### src/rtl/seg7_scan_driver.sv
// seg7_scan_driver
//   Converts a 14-bit binary word to 4-digit BCD with a sequential
//   double-dabble engine (16 cycles per conversion) and time-multiplexes
//   the result onto a 4-digit common-anode seven-segment display.
//
// Ports:
//   clk        system clock, rising edge
//   rst_n      synchronous active-low reset
//   value      binary value to display (0..16383)
//   seg        segment cathodes, active-low, seg[0]=a .. seg[6]=g
//   dp         decimal point, active-low, always off
//   an         digit anodes, active-low, an[0]=ones .. an[3]=thousands
//   bcd        last converted BCD, [3:0]=ones .. [15:12]=thousands
//   ovf        last converted value exceeded 9999
//   conv_done  one-cycle pulse coinciding with a bcd/ovf update
module seg7_scan_driver #(
    parameter int unsigned REFRESH_DIV   = 100000,
    parameter bit          BLANK_LEADING = 1'b1
) (
    input  logic        clk,
    input  logic        rst_n,
    input  logic [13:0] value,
    output logic [6:0]  seg,
    output logic        dp,
    output logic [3:0]  an,
    output logic [15:0] bcd,
    output logic        ovf,
    output logic        conv_done
);

    localparam int unsigned CW = (REFRESH_DIV > 1) ? $clog2(REFRESH_DIV) : 1;
    localparam logic [CW-1:0] CNT_MAX = CW'(REFRESH_DIV - 1);

    typedef enum logic [1:0] {
        IDLE,
        SHIFT,
        DONE
    } state_t;

    // ------------------------------------------------------------------
    // Converter
    // ------------------------------------------------------------------
    state_t      state, state_nxt;
    logic [13:0] shreg, shreg_nxt;
    logic [15:0] acc, acc_nxt, acc_adj;
    logic [3:0]  iter, iter_nxt;
    logic        flag, flag_nxt;
    logic [15:0] bcd_nxt;
    logic        ovf_nxt;
    logic        done_nxt;

    always_ff @(posedge clk) begin
        if (!rst_n) begin
            state     <= IDLE;
            shreg     <= '0;
            acc       <= '0;
            iter      <= '0;
            flag      <= 1'b0;
            bcd       <= '0;
            ovf       <= 1'b0;
            conv_done <= 1'b0;
        end else begin
            state     <= state_nxt;
            shreg     <= shreg_nxt;
            acc       <= acc_nxt;
            iter      <= iter_nxt;
            flag      <= flag_nxt;
            bcd       <= bcd_nxt;
            ovf       <= ovf_nxt;
            conv_done <= done_nxt;
        end
    end

    // Add-3 correction on every nibble that would overflow after doubling.
    always_comb begin
        acc_adj = acc;
        for (int unsigned k = 0; k < 4; k++) begin
            if (acc[4*k +: 4] >= 4'd5)
                acc_adj[4*k +: 4] = acc[4*k +: 4] + 4'd3;
        end
    end

    always_comb begin
        state_nxt = state;
        shreg_nxt = shreg;
        acc_nxt   = acc;
        iter_nxt  = iter;
        flag_nxt  = flag;
        bcd_nxt   = bcd;
        ovf_nxt   = ovf;
        done_nxt  = 1'b0;
        case (state)
            IDLE: begin
                shreg_nxt = value;
                acc_nxt   = '0;
                iter_nxt  = '0;
                flag_nxt  = (value > 14'd9999);
                state_nxt = SHIFT;
            end
            SHIFT: begin
                acc_nxt   = {acc_adj[14:0], shreg[13]};
                shreg_nxt = {shreg[12:0], 1'b0};
                if (iter == 4'd13)
                    state_nxt = DONE;
                else
                    iter_nxt = iter + 4'd1;
            end
            DONE: begin
                // Above 9999 the fifth digit is lost, so saturate instead.
                bcd_nxt   = flag ? 16'h9999 : acc;
                ovf_nxt   = flag;
                done_nxt  = 1'b1;
                state_nxt = IDLE;
            end
            default: state_nxt = IDLE;
        endcase
    end

    // ------------------------------------------------------------------
    // Display scan
    // ------------------------------------------------------------------
    logic [CW-1:0] rcnt;
    logic [1:0]    idx;

    always_ff @(posedge clk) begin
        if (!rst_n) begin
            rcnt <= '0;
            idx  <= '0;
        end else if (rcnt == CNT_MAX) begin
            rcnt <= '0;
            idx  <= idx + 2'd1;
        end else begin
            rcnt <= rcnt + CW'(1);
        end
    end

    function automatic logic [6:0] seg_decode(input logic [3:0] d);
        logic [6:0] s;
        case (d)
            4'd0:    s = 7'b1000000;
            4'd1:    s = 7'b1111001;
            4'd2:    s = 7'b0100100;
            4'd3:    s = 7'b0110000;
            4'd4:    s = 7'b0011001;
            4'd5:    s = 7'b0010010;
            4'd6:    s = 7'b0000010;
            4'd7:    s = 7'b1111000;
            4'd8:    s = 7'b0000000;
            4'd9:    s = 7'b0010000;
            default: s = 7'h7F;
        endcase
        return s;
    endfunction

    logic [3:0] digit;
    logic       blank;
    logic [6:0] seg_nxt;

    // A digit is blanked when it and every more-significant digit are zero;
    // the ones digit always shows so that zero reads as "0".
    always_comb begin
        digit = bcd[{idx, 2'b00} +: 4];
        blank = 1'b0;
        case (idx)
            2'd1:    blank = (bcd[15:4]  == 12'd0);
            2'd2:    blank = (bcd[15:8]  == 8'd0);
            2'd3:    blank = (bcd[15:12] == 4'd0);
            default: blank = 1'b0;
        endcase
        if (ovf)
            seg_nxt = 7'b0111111;
        else if (BLANK_LEADING && blank)
            seg_nxt = 7'h7F;
        else
            seg_nxt = seg_decode(digit);
    end

    always_ff @(posedge clk) begin
        if (!rst_n) begin
            an  <= 4'b1111;
            seg <= 7'h7F;
        end else begin
            an  <= ~(4'b0001 << idx);
            seg <= seg_nxt;
        end
    end

    assign dp = 1'b1;

endmodule

### config.mk
export PLATFORM = sky130hd
export DESIGN_NAME = seg7_scan_driver
export DESIGN_NICKNAME = d
export VERILOG_FILES = /design/src/rtl/seg7_scan_driver.sv
export SDC_FILE = /design/constraint.sdc
export NUM_CORES = 1
export LEC_CHECK = 0
export ABC_CLOCK_PERIOD_IN_PS = 2050
export CAP_MARGIN = 30
export CORE_MARGIN = 2
export CORE_UTILIZATION = 55
export DETAILED_ROUTE_END_ITERATION = 12
export GPL_TIMING_DRIVEN = 0
export PLACE_DENSITY = 0.78
export SYNTH_ARGS = -nofsm -noshare
export SYNTH_HDL_FRONTEND = slang
export SYNTH_SLANG_ARGS = --single-unit
### constraint.sdc
create_clock -name clk -period 2.05 [get_ports clk]
set_input_delay 0.41 -clock clk [delete_from_list [all_inputs] [get_ports clk]]
set_output_delay 0.41 -clock clk [all_outputs]
set_load 0.005 [all_outputs]
==> results of run 1 <==
## layer usage
| metal | GRT usage, % | vias up |
|---|---|---|
| li1 | - | 1697 |
| met1 | 25.8 | 1547 |
| met2 | 35.3 | 57 |
| met3 | 6.09 | 8 |
| met4 | 6.67 | 0 |
| met5 | 0 | - |
## repair_timing
action / 4_1_cts / 5_1_grt
endpoints found under the setup margin: 0 / 1
hold buffers: 0 / 0
buffers inserted: 0 / 2
gates resized for setup: 0 / 1
## power groups by stage
stage	registers, mW	clock network, mW	logic, mW
detailed placement	1.75	0	0.195
global route	1.71	1.11	0.216
CTS	1.71	1.03	0.196
global placement	1.75	0	0.190
floorplan	1.74	0	0.116
finish	1.71	0.994	0.194
## kinds of logic after synthesis
family,after synthesis,share of synthesized area [%]
xor gates and xnor gates,26,5.68
adders and majority gates,21,6.35
DFF,85,41.1
and+or+nand+nor,197,24.5
AOI/OAI and AO/OA,74,10.9
buffers and inverters,42,4.38
other,1,0.0906
muxes,23,6.95
## stage by stage
stage	hold WS (ps)	utilization (%)	cells	power [mW]
2_1_floorplan	422	-	469	1.86
3_5_place_dp	451	64.8	612	1.94
5_1_grt	499	67.2	629	3.04
6_report	471	67.2	629	2.90
3_3_place_gp	442	64.8	612	1.94
4_1_cts	475	67.0	627	2.94
## worst paths after layout
| check | startpoint | endpoint | slack [ps] | cells after the start |
|---|---|---|---|---|
| setup / recovery | idx[0] | seg[3] | 180 | 7 |
| hold / removal | rcnt[0] | rcnt[0] | 470 | 1 |
| setup reg to reg | idx[0] | seg[3] | 180 | 7 |
| hold reg to reg | rcnt[0] | rcnt[0] | 470 | 1 |
## area by class of cell
| cell class | instances | share of cell area (%) |
|---|---|---|
| clock buffer | 13 | 3.06 |
| inverter | 16 | 1.23 |
| timing repair buffer | 46 | 9.35 |
| sequential | 85 | 34.9 |
| tap | 99 | 2.54 |
| multi-input combinational | 342 | 46.2 |
| buffer | 26 | 2.49 |
| clock inverter | 2 | 0.205 |
## layout by cell type (no fill, tap or decap), drive strengths merged, types with 4 or more instances in the layout
master	instances
a21oi	16
mux2i	16
or3	4
ha	21
dfxtp	85
a21boi	10
clkbuf	31
nor2b	17
a22oi	10
o21ai	33
and3	6
xnor2	9
nand2b	8
nand3b	5
nor2	40
nand2	53
and2	25
nand4	8
mux4	4
nor3b	8
nor3	13
buf	10
inv	16
clkdlybuf4s50	44
xor2	17
## state kept, by name (all words and copies together), names as in the netlist
signal     cells
rcnt          17
acc           16
bcd           16
shreg         14
seg            7
an             4
iter           4
idx            2
state          2
conv_done      1
flag           1
ovf            1
==> impl_results.md, run 1 <==
* Switching share of power at 22.2%
* Instance area at placement at 4700 sq um
* Peak supply drop at 0.000420 V
* Synth cell types at 46
* Rows at 31
* Routed length on met2 at 4070 microns
* Tcrit/Tclk final at 91.2%
* Most numerous cell in the Yosys netlist: dfxtp_1
* Worst setup SP type: register
* Worst setup path class: register to register
* CTS Buf Count at 9
* Crit end category: register
* Seq/Total Area, Yosys at 41.1%
* Fill cells at 606
* NetSw at 0.643 mW
* Top-area cell type share of the netlist area at 41.1%
* Required @ worst endpoint at 2320 ps
* Die area at 8240 sq um
* Length of routed met3 wiring at 337 microns
* Maxcap violations at 0
* RePlAce Congestion at 0.832
* RSZ-0062 raised after global routing: no
* Synth Flop Type: dfxtp_1
* Cells along the critical path: buf_6 -> mux4_2 -> inv_1 -> ha_1 -> a21oi_1 -> nor2_1 -> o21ai_0
* Clock Root Buffer: clkbuf_8
* Post-DP HPWL at 6160 microns
* Number of I/O pins at 46
* Drt pass-1 iters at 4
* Worst hold path class: register to register
* Power per cell area at 595 nW/um^2
* Synth warnings at 0
* Max frequency at 535 MHz
* Cell family with most CP delay: multiplexers
* Routed Antenna Nets at 0
* Die Span X at 90.8 microns
* Buffers on Ports at 44
* Largest fanout on the critical path at 6
* Clock Path Buffers at 2
* Post-Place Worst Slack at 61.9 ps
* Outcome: finished clean
* Synth top area cells: dfxtp_1 (41%), ha_1 (6.3%), nand2_1 (4.8%), mux2i_1 (3.9%), o21ai_0 (3.7%)
* Layout Nets at 563
* Yosys reg bits at 85
* Comb power frac at 6.7%
* Area growth syn-to-layout at 17.7%
* Initial antenna violation count at 0
* Core Box Area at 7250 sq um
* First-pass GRT wire length at 14100 microns
* Min Tclk post-route at 1870 ps
* Reg power frac at 59.0%
* H-tree depth at 3
* Final setup fails at 0
* Final-report max-slew violation count at 0
* Syn avg cell area at 8.83 sq um
* Buf+Inv Stages, Crit Path at 2
* Worst rel slew slack at 66.3%
* Insertion delay to the later sink of the worst-skew pair at 340 ps
* CTS tree: built
* Mapped Nets at 506
* Multi-input gate area at 2250 sq um
* Largest net degree at the start of global routing at 13
* Sequential cell area at 1700 sq um
* Fraction of layout cells with a size suffix above 1 at 6.60%
* Clk pin slew, worst setup/hold paths at 70 ps
* Setup TNS at 0 ps
* DRT iter0 DRCs at 164
* P_leak at 1.83 nW
* Antenna cells at 0
* CP arrival at 2140 ps
* Vias in the first global route at 3083
* DR vias at 3309
* Final Skew at 11.0 ps
* GR Util All Layers at 21.0%
* Mapped cell area at 4140 sq um
* Post-layout instance area at 4870 sq um
* Gr ovfl total at 0
* Vias per cell at 5.26
* Die height at 90.8 microns
* EDFF count, synth at 0
* Final Hold Viols at 0
* Sink Count at 85
* Initial Util at 57.1%
* Met1 Wirelength at 3830 microns
* Async SR Flop Fraction at 0%
* Setup WS post-layout at 180 ps
* Crit-path slowest cell: mux4_2
* Worst path max stage delay at 550 ps
* Worst-Margin Slew at 505 ps
* Top routing layer in use: met4
* Wire per inst at 13.2 microns
* Clock share of power at 34.3%
* Total internal power at 2.25 mW
* Synth area leader: dfxtp_1
* Final wirelength at 8320 microns
* Synth top cells by count: dfxtp_1 (85), nand2_1 (53), nor2_1 (40), o21ai_0 (31), and2_1 (24)
* Post-route DRC at 0
* Post-Synthesis Cells at 469
Power figures use the tool's default switching activity.
==> inputs of run 2 (changes only) <==
--- a/config.mk
+++ b/config.mk
@@ -9,6 +9,7 @@
 export CAP_MARGIN = 30
 export CORE_MARGIN = 2
 export CORE_UTILIZATION = 55
+export CTS_CLUSTER_DIAMETER = 40
 export DETAILED_ROUTE_END_ITERATION = 12
 export GPL_TIMING_DRIVEN = 0
 export PLACE_DENSITY = 0.78
==> results of run 2 <==
The final DEF is identical to that of run 1; final timing and power are the same.
==> inputs of run 3 (changes only) <==
--- a/config.mk
+++ b/config.mk
@@ -13,6 +13,7 @@
 export DETAILED_ROUTE_END_ITERATION = 12
 export GPL_TIMING_DRIVEN = 0
 export PLACE_DENSITY = 0.78
+export SETUP_SLACK_MARGIN = 0.15
 export SYNTH_ARGS = -nofsm -noshare
 export SYNTH_HDL_FRONTEND = slang
 export SYNTH_SLANG_ARGS = --single-unit
==> run 3 against run 2 <==
Against the previous run: first-iteration DRC count fell by 24%; fmax increased by 0.76%; total power rose by 0.20%; combinational power barely moved; critical endpoint is now seg[6].
==> impl_results.md, run 3 (synthesis gave the netlist of run 1 again) <==
* Vias per cell at 5.30
* H-tree depth at 3
* CTS tree: built
* Worst setup path class: register to register
* Worst path max stage delay at 530 ps
* Largest registers: rcnt x17, acc x16, bcd x16
* Layout Nets at 568
* Die Span X at 90.8 microns
* DRT iter0 DRCs at 125
* RePlAce Congestion at 0.832
* Clock Root Buffer: clkbuf_8
* Post-DP HPWL at 6160 microns
* Vias in the first global route at 3091
* Gr ovfl total at 0
* Buffers on Ports at 44
* Worst setup SP type: register
* Insertion delay to the later sink of the worst-skew pair at 350 ps
* Number of I/O pins at 46
* Area growth syn-to-layout at 19.0%
* RSZ-0062 raised after global routing: yes
* Fill cells at 603
* CTS Buf Count at 9
* Core Box Area at 7250 sq um
* Tcrit/Tclk final at 90.5%
* Routed Antenna Nets at 0
* Setup TNS at 0 ps
* Crit end category: register
* Worst rel slew slack at 66.6%
* First-pass GRT wire length at 14100 microns
* Post-route DRC at 0
* GR Util All Layers at 20.9%
* Worst-Margin Slew at 501 ps
* Peak supply drop at 0.000419 V
* Fraction of layout cells with a size suffix above 1 at 8.41%
* Drt pass-1 iters at 4
* Commonest cells after routing, fill and taps aside: dfxtp_1 (84), nand2_1 (52), clkdlybuf4s50_1 (44)
* Largest net degree at the start of global routing at 13
* Final Hold Viols at 0
* Min Tclk post-route at 1860 ps
* Rows at 31
* Buf+Inv Stages, Crit Path at 2
* Largest fanout on the critical path at 6
* Worst hold path class: register to register
* Final setup fails at 0
* DR vias at 3361
* Initial antenna violation count at 0
* Initial Util at 57.1%
* Max frequency at 539 MHz
* Commonest non-fill, non-tap cell in the layout: dfxtp_1
* CP arrival at 2070 ps
* Cells along the critical path: buf_6 -> mux4_2 -> buf_4 -> ha_1 -> a2bb2oi_2 -> a21oi_2 -> o21ai_2
* Outcome: finished clean
* Final-report max-slew violation count at 0
* P_leak at 1.86 nW
* Final wirelength at 8370 microns
* Worst hold slack at 468 ps
* Max FFs per register at 17
* Biggest register: rcnt
* Power per cell area at 590 nW/um^2
* Antenna cells at 0
* Cell family with most CP delay: multiplexers
* Wire per inst at 13.2 microns
* Crit-path slowest cell: mux4_2
* Die area at 8240 sq um
* Final Skew at 10.8 ps
* Clk pin slew, worst setup/hold paths at 70 ps
* Die height at 90.8 microns
* Required @ worst endpoint at 2270 ps
* Sink Count at 85
* Maxcap violations at 0
* Clock Path Buffers at 2
-- run 3: path summary, 6_finish.rpt --
check | end | from | slack [ps] | cells after the start
max | seg[6] | idx[0] | 190 | 7
min | rcnt[0] | rcnt[0] | 470 | 1
max reg2reg | seg[6] | idx[0] | 190 | 7
min reg2reg | rcnt[0] | rcnt[0] | 470 | 1
-- run 3: through the flow --
| step | power (mW) | instance area (sq um) | util [%] | setup WS [ps] | std cells |
|---|---|---|---|---|---|
| floorplan | 1.86 | 4140 | - | 253 | 469 |
| global placement | 1.94 | 4700 | 64.8 | 102 | 612 |
| detailed placement | 1.94 | 4700 | 64.8 | 61.9 | 612 |
| CTS | 2.94 | 4870 | 67.2 | 184 | 629 |
| global route | 3.04 | 4920 | 67.9 | 101 | 634 |
| finish | 2.90 | 4920 | 67.9 | 194 | 634 |
-- run 3: report_power, final --
group | switching (mW) | internal (mW) | total, mW
Sequential | 0.0221 | 1.69 | 1.71
Combinational | 0.0914 | 0.104 | 0.195
Clock | 0.535 | 0.465 | 1.00
Total | 0.649 | 2.26 | 2.90
-- run 3: area by class of cell --
class                   count  area, sq um  share of cell area, %
flip-flops and latches     85         1700                   34.6
clock inverters             2         10.0                  0.203
multi-input cells         342         2260                   45.9
well taps                  99          124                   2.52
plain buffers              26          123                   2.49
inverters                  16         60.1                   1.22
clock buffers              13          149                   3.02
repair buffers             51          493                   10.0
-- run 3: routing by layer --
metal,routed length (microns),global-route usage (%),vias up
met5,0,0,-
met4,126,7.18,0
met3,351,6.09,12
met2,4080,35.0,63
met1,3810,25.8,1581
li1,-,-,1705
-- run 3: what timing repair did --
action / in CTS / in global routing
hold buffers: 0 / 0
setup endpoints to repair: 4 / 18
resized for setup: 1 / 6
buffers inserted: 2 / 5
-- run 3: worst reg2reg max path, stage by stage (launching register included) --
cell and delay [ps]:
dfxtp_2 350, buf_6 140, mux4_2 530, buf_4 160, ha_1 200, a2bb2oi_2 180, a21oi_2 130, o21ai_2 60
